<file path="src/rtl/hs_unit_pkg.sv">
// Shared definitions for the hs_unit handshake blocks.
//   skid_state_e : fill state of the two-entry skid buffer
//   SKID_DEPTH   : number of payload entries held by the skid buffer
//   skid_occ     : maps a fill state to its entry count
package hs_unit_pkg;

  typedef enum logic [1:0] {SKID_EMPTY, SKID_BUSY, SKID_FULL} skid_state_e;

  localparam int SKID_DEPTH = 2;

  // Entry count held in a given fill state.
  function automatic logic [1:0] skid_occ(input skid_state_e st);
    logic [1:0] occ;
    case (st)
      SKID_EMPTY: occ = 2'd0;
      SKID_BUSY:  occ = 2'd1;
      SKID_FULL:  occ = 2'(SKID_DEPTH);
      default:    occ = 2'd0;
    endcase
    return occ;
  endfunction

endpackage

</file>
<file path="src/rtl/hs_unit_dff_noreset_ce.sv">
// Clock-enabled data register without reset.
//   clk : clock
//   ce  : load enable; q takes d on a rising edge with ce high
//   d   : next payload
//   q   : held payload (undefined until first load)
module hs_unit_dff_noreset_ce #(
  parameter type DATA_TYPE = logic
) (
  input  logic     clk,
  input  logic     ce,
  input  DATA_TYPE d,
  output DATA_TYPE q
);

  // Payload storage; only the enable can change it.
  always_ff @(posedge clk) begin
    if (ce) begin
      q <= d;
    end
  end

endmodule

</file>
<file path="src/rtl/hs_unit_skid_buffer.sv">
// Two-entry valid/ready skid buffer with fully registered outputs.
// Sustains one transfer per cycle and breaks the combinational ready path:
// s_ready and m_valid depend only on registers.
//   clk       : clock, rising edge
//   rst       : synchronous active-high reset
//   s_valid   : upstream payload valid
//   s_ready   : buffer can accept (registered)
//   s_data    : upstream payload
//   m_valid   : output payload valid (registered)
//   m_ready   : downstream accepts
//   m_data    : output payload, straight from the main register
//   occupancy : entries held, 0..2
module hs_unit_skid_buffer
  import hs_unit_pkg::*;
#(
  parameter type DATA_TYPE = logic
) (
  input  logic       clk,
  input  logic       rst,
  input  logic       s_valid,
  output logic       s_ready,
  input  DATA_TYPE   s_data,
  output logic       m_valid,
  input  logic       m_ready,
  output DATA_TYPE   m_data,
  output logic [1:0] occupancy
);

  skid_state_e state_r;
  skid_state_e state_nxt_s;
  logic        s_ready_r;
  logic [1:0]  occupancy_r;
  logic        s_fire_s;
  logic        main_ce_s;
  logic        skid_ce_s;
  DATA_TYPE    main_d_s;
  DATA_TYPE    skid_q_s;

  assign s_fire_s  = s_valid & s_ready_r;
  assign s_ready   = s_ready_r;
  assign occupancy = occupancy_r;
  // Pure decode of the state register, so no path from s_valid.
  assign m_valid   = (state_r != SKID_EMPTY);

  // Next-state and data-register load enables.
  always_comb begin
    state_nxt_s = state_r;
    main_ce_s   = 1'b0;
    skid_ce_s   = 1'b0;
    main_d_s    = s_data;
    case (state_r)
      SKID_EMPTY: begin
        if (s_fire_s) begin
          main_ce_s   = 1'b1;
          state_nxt_s = SKID_BUSY;
        end else begin
          state_nxt_s = SKID_EMPTY;
        end
      end
      SKID_BUSY: begin
        if (s_fire_s && m_ready) begin
          main_ce_s   = 1'b1;
          state_nxt_s = SKID_BUSY;
        end else if (s_fire_s) begin
          // Downstream stalled: the in-flight word goes to the skid.
          skid_ce_s   = 1'b1;
          state_nxt_s = SKID_FULL;
        end else if (m_ready) begin
          state_nxt_s = SKID_EMPTY;
        end else begin
          state_nxt_s = SKID_BUSY;
        end
      end
      SKID_FULL: begin
        main_d_s = skid_q_s;
        if (m_ready) begin
          main_ce_s   = 1'b1;
          state_nxt_s = SKID_BUSY;
        end else begin
          state_nxt_s = SKID_FULL;
        end
      end
      default: begin
        state_nxt_s = SKID_EMPTY;
      end
    endcase
    // A reset edge completes no transfer, so nothing is loaded either.
    if (rst) begin
      main_ce_s = 1'b0;
      skid_ce_s = 1'b0;
    end else begin
      main_ce_s = main_ce_s;
      skid_ce_s = skid_ce_s;
    end
  end

  // State, registered ready flag and occupancy.
  always_ff @(posedge clk) begin
    if (rst) begin
      state_r     <= SKID_EMPTY;
      s_ready_r   <= 1'b0;
      occupancy_r <= 2'd0;
    end else begin
      state_r     <= state_nxt_s;
      s_ready_r   <= (state_nxt_s != SKID_FULL);
      occupancy_r <= skid_occ(state_nxt_s);
    end
  end

  hs_unit_dff_noreset_ce #(.DATA_TYPE(DATA_TYPE)) u_main (
    .clk (clk),
    .ce  (main_ce_s),
    .d   (main_d_s),
    .q   (m_data)
  );

  hs_unit_dff_noreset_ce #(.DATA_TYPE(DATA_TYPE)) u_skid (
    .clk (clk),
    .ce  (skid_ce_s),
    .d   (s_data),
    .q   (skid_q_s)
  );

endmodule

</file>
<file path="config.mk">
export PLATFORM = sky130hd
export DESIGN_NAME = hs_unit_skid_buffer
export DESIGN_NICKNAME = d
export VERILOG_FILES = /design/src/rtl/hs_unit_pkg.sv /design/src/rtl/hs_unit_dff_noreset_ce.sv /design/src/rtl/hs_unit_skid_buffer.sv
export SDC_FILE = /design/constraint.sdc
export NUM_CORES = 1
export LEC_CHECK = 0
export ABC_CLOCK_PERIOD_IN_PS = 1590
export BUFFER_PORTS_ARGS = -buffer_cell sky130_fd_sc_hd__buf_4
export CORE_AREA = 4 4 41 43
export CTS_CLUSTER_DIAMETER = 120
export DETAILED_ROUTE_END_ITERATION = 7
export DIE_AREA = 0 0 45 47
export GPL_ROUTABILITY_DRIVEN = 0
export HOLD_SLACK_MARGIN = 0.03
export PLACE_DENSITY_LB_ADDON = 0.08
export RECOVER_POWER = 50
export SLEW_MARGIN = 10
export SYNTH_ARGS = -nofsm -noshare
export SYNTH_HDL_FRONTEND = slang
export SYNTH_SLANG_ARGS = --single-unit
</file>
<file path="constraint.sdc">
create_clock -name clk -period 1.59 [get_ports clk]
set_input_delay 0.318 -clock clk [delete_from_list [all_inputs] [get_ports clk]]
set_output_delay 0.318 -clock clk [all_outputs]
set_load 0.03 [all_outputs]
</file>
Word level (Yosys, flattened, before mapping). Cells that the tools add are included.

Output and inout bits: 5. Logic and storage cells: 30. Bits in registers: 7. Input bits: 5.

Reductions and logical operators: 3. Eq/ne operators: 5. Bitwise operators: 1. Mux-type cells: 16.

Operators by type and width (number): $mux W1 (10); $mux W2 (3); $pmux W2 S3 (1); $eq A2 B1 Y1 const B (2); $eq A2 B2 Y1 const B (2); $pmux W2 S2 (1); $pmux W1 S3 (1); $logic_not A2 Y1 (1); $ne A2 B2 Y1 const B (1); $reduce_bool A2 Y1 (1); $and A1 B1 Y1 (1); $logic_and A1 B1 Y1 (1).

Logic depth before layout (Yosys ltp).
Depth after elaboration: 6. Mapped depth: 4. Depth with buffers taken out: 4.

Hierarchy. From an unflattened synthesis, not the netlist that was laid out.

Cells, all modules: 30. Area total of the unflattened synthesis: 334.1 um^2.

By module, submodules not included: hs_unit_skid_buffer (cells each 28, area each 274.0 um^2, times used 1, seq. area each 100.1 um^2); hs_unit_dff_noreset_ce (cells each 1, area each 30.0 um^2, times used 2, seq. area each 30.0 um^2).

Worst setup path after synthesis. OpenSTA, ideal clock, no wires.

Path type: register -> register. Start point: reg s_ready_r, in the netlist s_ready. End point: reg occupancy_r[1], in the netlist occupancy[1]. Buffers on the path: 0. Required time: 1.517 ns. Library setup time: 0.073 ns. Arrival: 1.319 ns. Stages on the path, launching flop included: 5. Setup slack: 0.198 ns. Period minus slack after synthesis: 1.392 ns. Path through: dfxtp_1 and2_1 ha_1 a211oi_2 nor3b_2.

Word-level cells in the longest chain between the ends: 6. Elaborated cells on any way between the ends: 9. Those cells by class: eq/ne (2); mux (5); bitwise (1); reduce/logical (1).

Ends and longest elaborated chain: start: declaration (RTL line hs_unit_skid_buffer.sv:31) `logic s_ready_r;`; start signal: assignment (RTL line hs_unit_skid_buffer.sv:105) `s_ready_r <= (state_nxt_s != SKID_FULL);`; $and A1 B1 Y1 * (RTL line hs_unit_skid_buffer.sv:39) `assign s_fire_s = s_valid & s_ready_r;`; $mux W2 or $logic_and A1 B1 Y1 (tied branches) (RTL line hs_unit_skid_buffer.sv:64, hs_unit_skid_buffer.sv:61); $mux W2 (RTL line hs_unit_skid_buffer.sv:61) `if (s_fire_s && m_ready) begin`; $pmux W2 S3 * (RTL line hs_unit_skid_buffer.sv:51) `case (state_r)`; $eq A2 B2 Y1 or $eq A2 B1 Y1 (tied branches) (RTL line hs_unit_pkg.sv:14) `case (st)`; $pmux W2 S2 * (RTL line hs_unit_pkg.sv:14); end signal: assignment (RTL line hs_unit_skid_buffer.sv:106) `occupancy_r <= skid_occ(state_nxt_s);`; end: declaration (RTL line hs_unit_skid_buffer.sv:32) `logic [1:0] occupancy_r;`.

Every way passes the cells marked *; elsewhere a longest branch is shown, timed or not. A chain may end at the register's enable or synchronous reset.

Final worst setup path.
Start point: reg state_r[0]. End point: out m_valid.

Word-level cells in the longest chain between the ends: 1.

Ends and longest elaborated chain: start: declaration (RTL line hs_unit_skid_buffer.sv:29) `skid_state_e state_r;`; start signal: assignment (RTL line hs_unit_skid_buffer.sv:104) `state_r <= state_nxt_s;`; $reduce_bool A2 Y1 (RTL line hs_unit_skid_buffer.sv:43) `assign m_valid = (state_r != SKID_EMPTY);`; end: declaration (RTL line hs_unit_skid_buffer.sv:23) `output logic m_valid,`.

No other way between the ends.

==> out/summary.txt <==
Status: completed
First-pass GRT wire length: 1124 um
Crit path DAT: 1.07 ns
Post-synthesis area per instance: 11.91 um^2
Worst-margin pin slew: 0.3664 ns
Crit path max fanout: 6
Largest net degree at the start of global routing: 8
Clock transition at path regs: 0.06 ns
Mapped cell area: 345.3 um^2
Hold path depth: 1
FILL cells: 142
Initial antenna violation count: 0
Port bufs: 9
Tot GR Track Use: 7.857%
Final Hold Fails: 0
Setup Fix Bufs, Post-CTS: 0
Crit-path max cell delay: 0.35 ns
Final setup vio count: 0
Crit-path slowest cell: dfxtp_1
Hold Buf Count CTS: 0
DRT iter0 DRCs: 5
WP data required: 1.27 ns
DR pass1 iterations: 3
Post-synth cell types: 19
Reg2reg end: occupancy[1]
Clk_lat worst skew: 0.25 ns
Critical path class: reg -> out
Pleak: 0.1843 nW
Setup WS post-layout: 0.2032 ns
Clock buffer count from CTS: 3
IO Count: 10
Placed cells: 53
Clock Path Buffers: 2
Worst reg2reg path depth: 4
Post-Layout Cell Count: 57
Number of diodes: 0
Via/cell ratio: 4.544
Grt total ovfl: 0
Peak supply drop: 375.3 uV
Detailed-route via count: 259
H-tree depth: 1
Slew headroom: 75.68%
Final nets: 50
Sink Count: 7
Worst hold margin: 0.2770 ns
Drt wl/cell: 12.39 um
Die area: 2115 um^2
CTS tree: yes
Crit path capture type: primary output
Layer with the highest usage: met2
Met1 Use GR: 8.756%
RSZ-0062 raised after global routing: false
Final min period: 1.387 ns
Clk_skew: 0.001789 ns
Max-cap violations: 0
Power per standard cell area: 961.5 nW/um^2
Min-delay worst type: in -> reg
Vias in the first global route: 270
Startpoint Class: flip-flop
Final setup TNS: 0 ns
Final Slew Violations: 0
Hold Path End: u_skid.q
Buf/Inv on CP: 1
Post-Syn Instances: 29
GR Layer Usage met3: 3.448%
Hold Crit Start: s_data
Area delta synth->final: 27.17%
CP cell instances: or2_2 -> buf_4
Design Power: 0.4223 mW
Final instance area: 439.2 um^2
Row count: 13
CP delay by family, top: flip-flops
Area of placed instances: 431.7 um^2
Vert. Die Dim: 47 um
Clk root buf: clkbuf_4
Sequential area share after synthesis: 46.38%
Net count after synthesis: 36
Final period util: 87.22%
R2R Path Start: s_ready
# DRC: 0
GR Layer Usage met2: 11.30%
Initial core utilization: 26.54%
Routed wire length: 706 um
Post-route antenna net violation count: 0
Final Util: 33.75%
F_max: 721.1 MHz
Yosys reg bits: 7
Post_cts resized: 0
Synth warn: 0
Share of cells above drive strength 1: 35.71%
Die W: 45 um
Setup WS pre-CTS: 0.1364 ns
R2R setup slack: 0.27 ns
Core Area: 1301 um^2
## worst register-to-register path: cells and delay by family (launching register included)
kind / cells / cell delay, ns
simple gates: 2 / 0.36
flops: 1 / 0.32
fa+ha+maj: 1 / 0.31
compound gates: 1 / 0.27
## kinds of logic (layout without fill, tap and decap cells)
logic type	Yosys count	count (layout)	share of synthesized area (%)
AND/OR/NAND/NOR	13	13	30.08
adder cells (fa/ha/maj)	2	2	7.245
flip-flops	7	7	46.38
multiplexers	1	1	3.261
AO/OA/AOI/OAI	4	4	10.87
buffers and inverters	2	15	2.175
## cells in the final DEF (no fill, tap or decap)
cell type / synthesis / routed
a211oi_1: 1 / 1
a211oi_2: 1 / 1
a21oi_1: 0 / 1
a311oi_1: 1 / 1
and2_1: 1 / 1
and2b_4: 1 / 1
and3b_1: 1 / 1
and3b_2: 1 / 1
and4bb_4: 1 / 1
buf_4: 0 / 4
clkbuf_1: 0 / 5
clkbuf_4: 0 / 4
dfxtp_1: 5 / 5
edfxtp_1: 2 / 2
ha_1: 2 / 2
inv_1: 2 / 2
mux2_2: 1 / 1
nor2_1: 3 / 3
nor3b_1: 2 / 2
nor3b_2: 1 / 1
or2_2: 1 / 1
or2b_1: 1 / 1
## worst max path at each step
stage,startpoint,end,slack [ns],cells after the start
finish,state_r[0],m_valid,0.20,2
global route,state_r[0],m_valid,0.14,2
CTS,state_r[0],m_valid,0.19,2
detailed placement,s_valid,occupancy[1],0.14,5
global placement,s_valid,occupancy[1],0.17,5
floorplan,s_ready,occupancy[1],0.20,4
## per-layer routing
metal	share of wire [%]	vias to the layer above
met1	45	117
met2	47	8
li1	-	132
met5	0	-
met3	5.7	2
met4	2.0	0
## synth_stat cells, drive strengths merged
cell type  count  share of area (%)
dfxtp          5                 29
nor2           3                3.3
nor3b          3                8.0
a211oi         2                5.8
and3b          2                5.4
edfxtp         2                 17
ha             2                7.2
inv            2                2.2
a21oi          1                2.5
a311oi         1                2.5
and2           1                1.8
and2b          1                2.9
and4bb         1                4.7
mux2           1                3.3
or2            1                1.8
or2b           1                2.2
## where the power goes
group | switching, mW | internal, mW
Sequential | 0.00428 | 0.190
Combinational | 0.0329 | 0.0274
Clock | 0.0716 | 0.0962
## area by class of cell
class | instances | area (um^2) | share of cell area (%)
Clock buffer | 4 | 26.28 | 5.983
Inverter | 2 | 7.507 | 1.709
Multi-Input combinational cell | 20 | 173.9 | 39.60
Sequential cell | 7 | 160.2 | 36.47
Tap cell | 15 | 18.77 | 4.274
Timing Repair Buffer | 9 | 52.55 | 11.97
## flip-flops by register name (all words and copies together) (netlist names)
signal     cells
occupancy      2
s_ready        1
state_r        2
u_main.q       1
u_skid.q       1
Note: power is estimated with default switching activity, not from simulation.
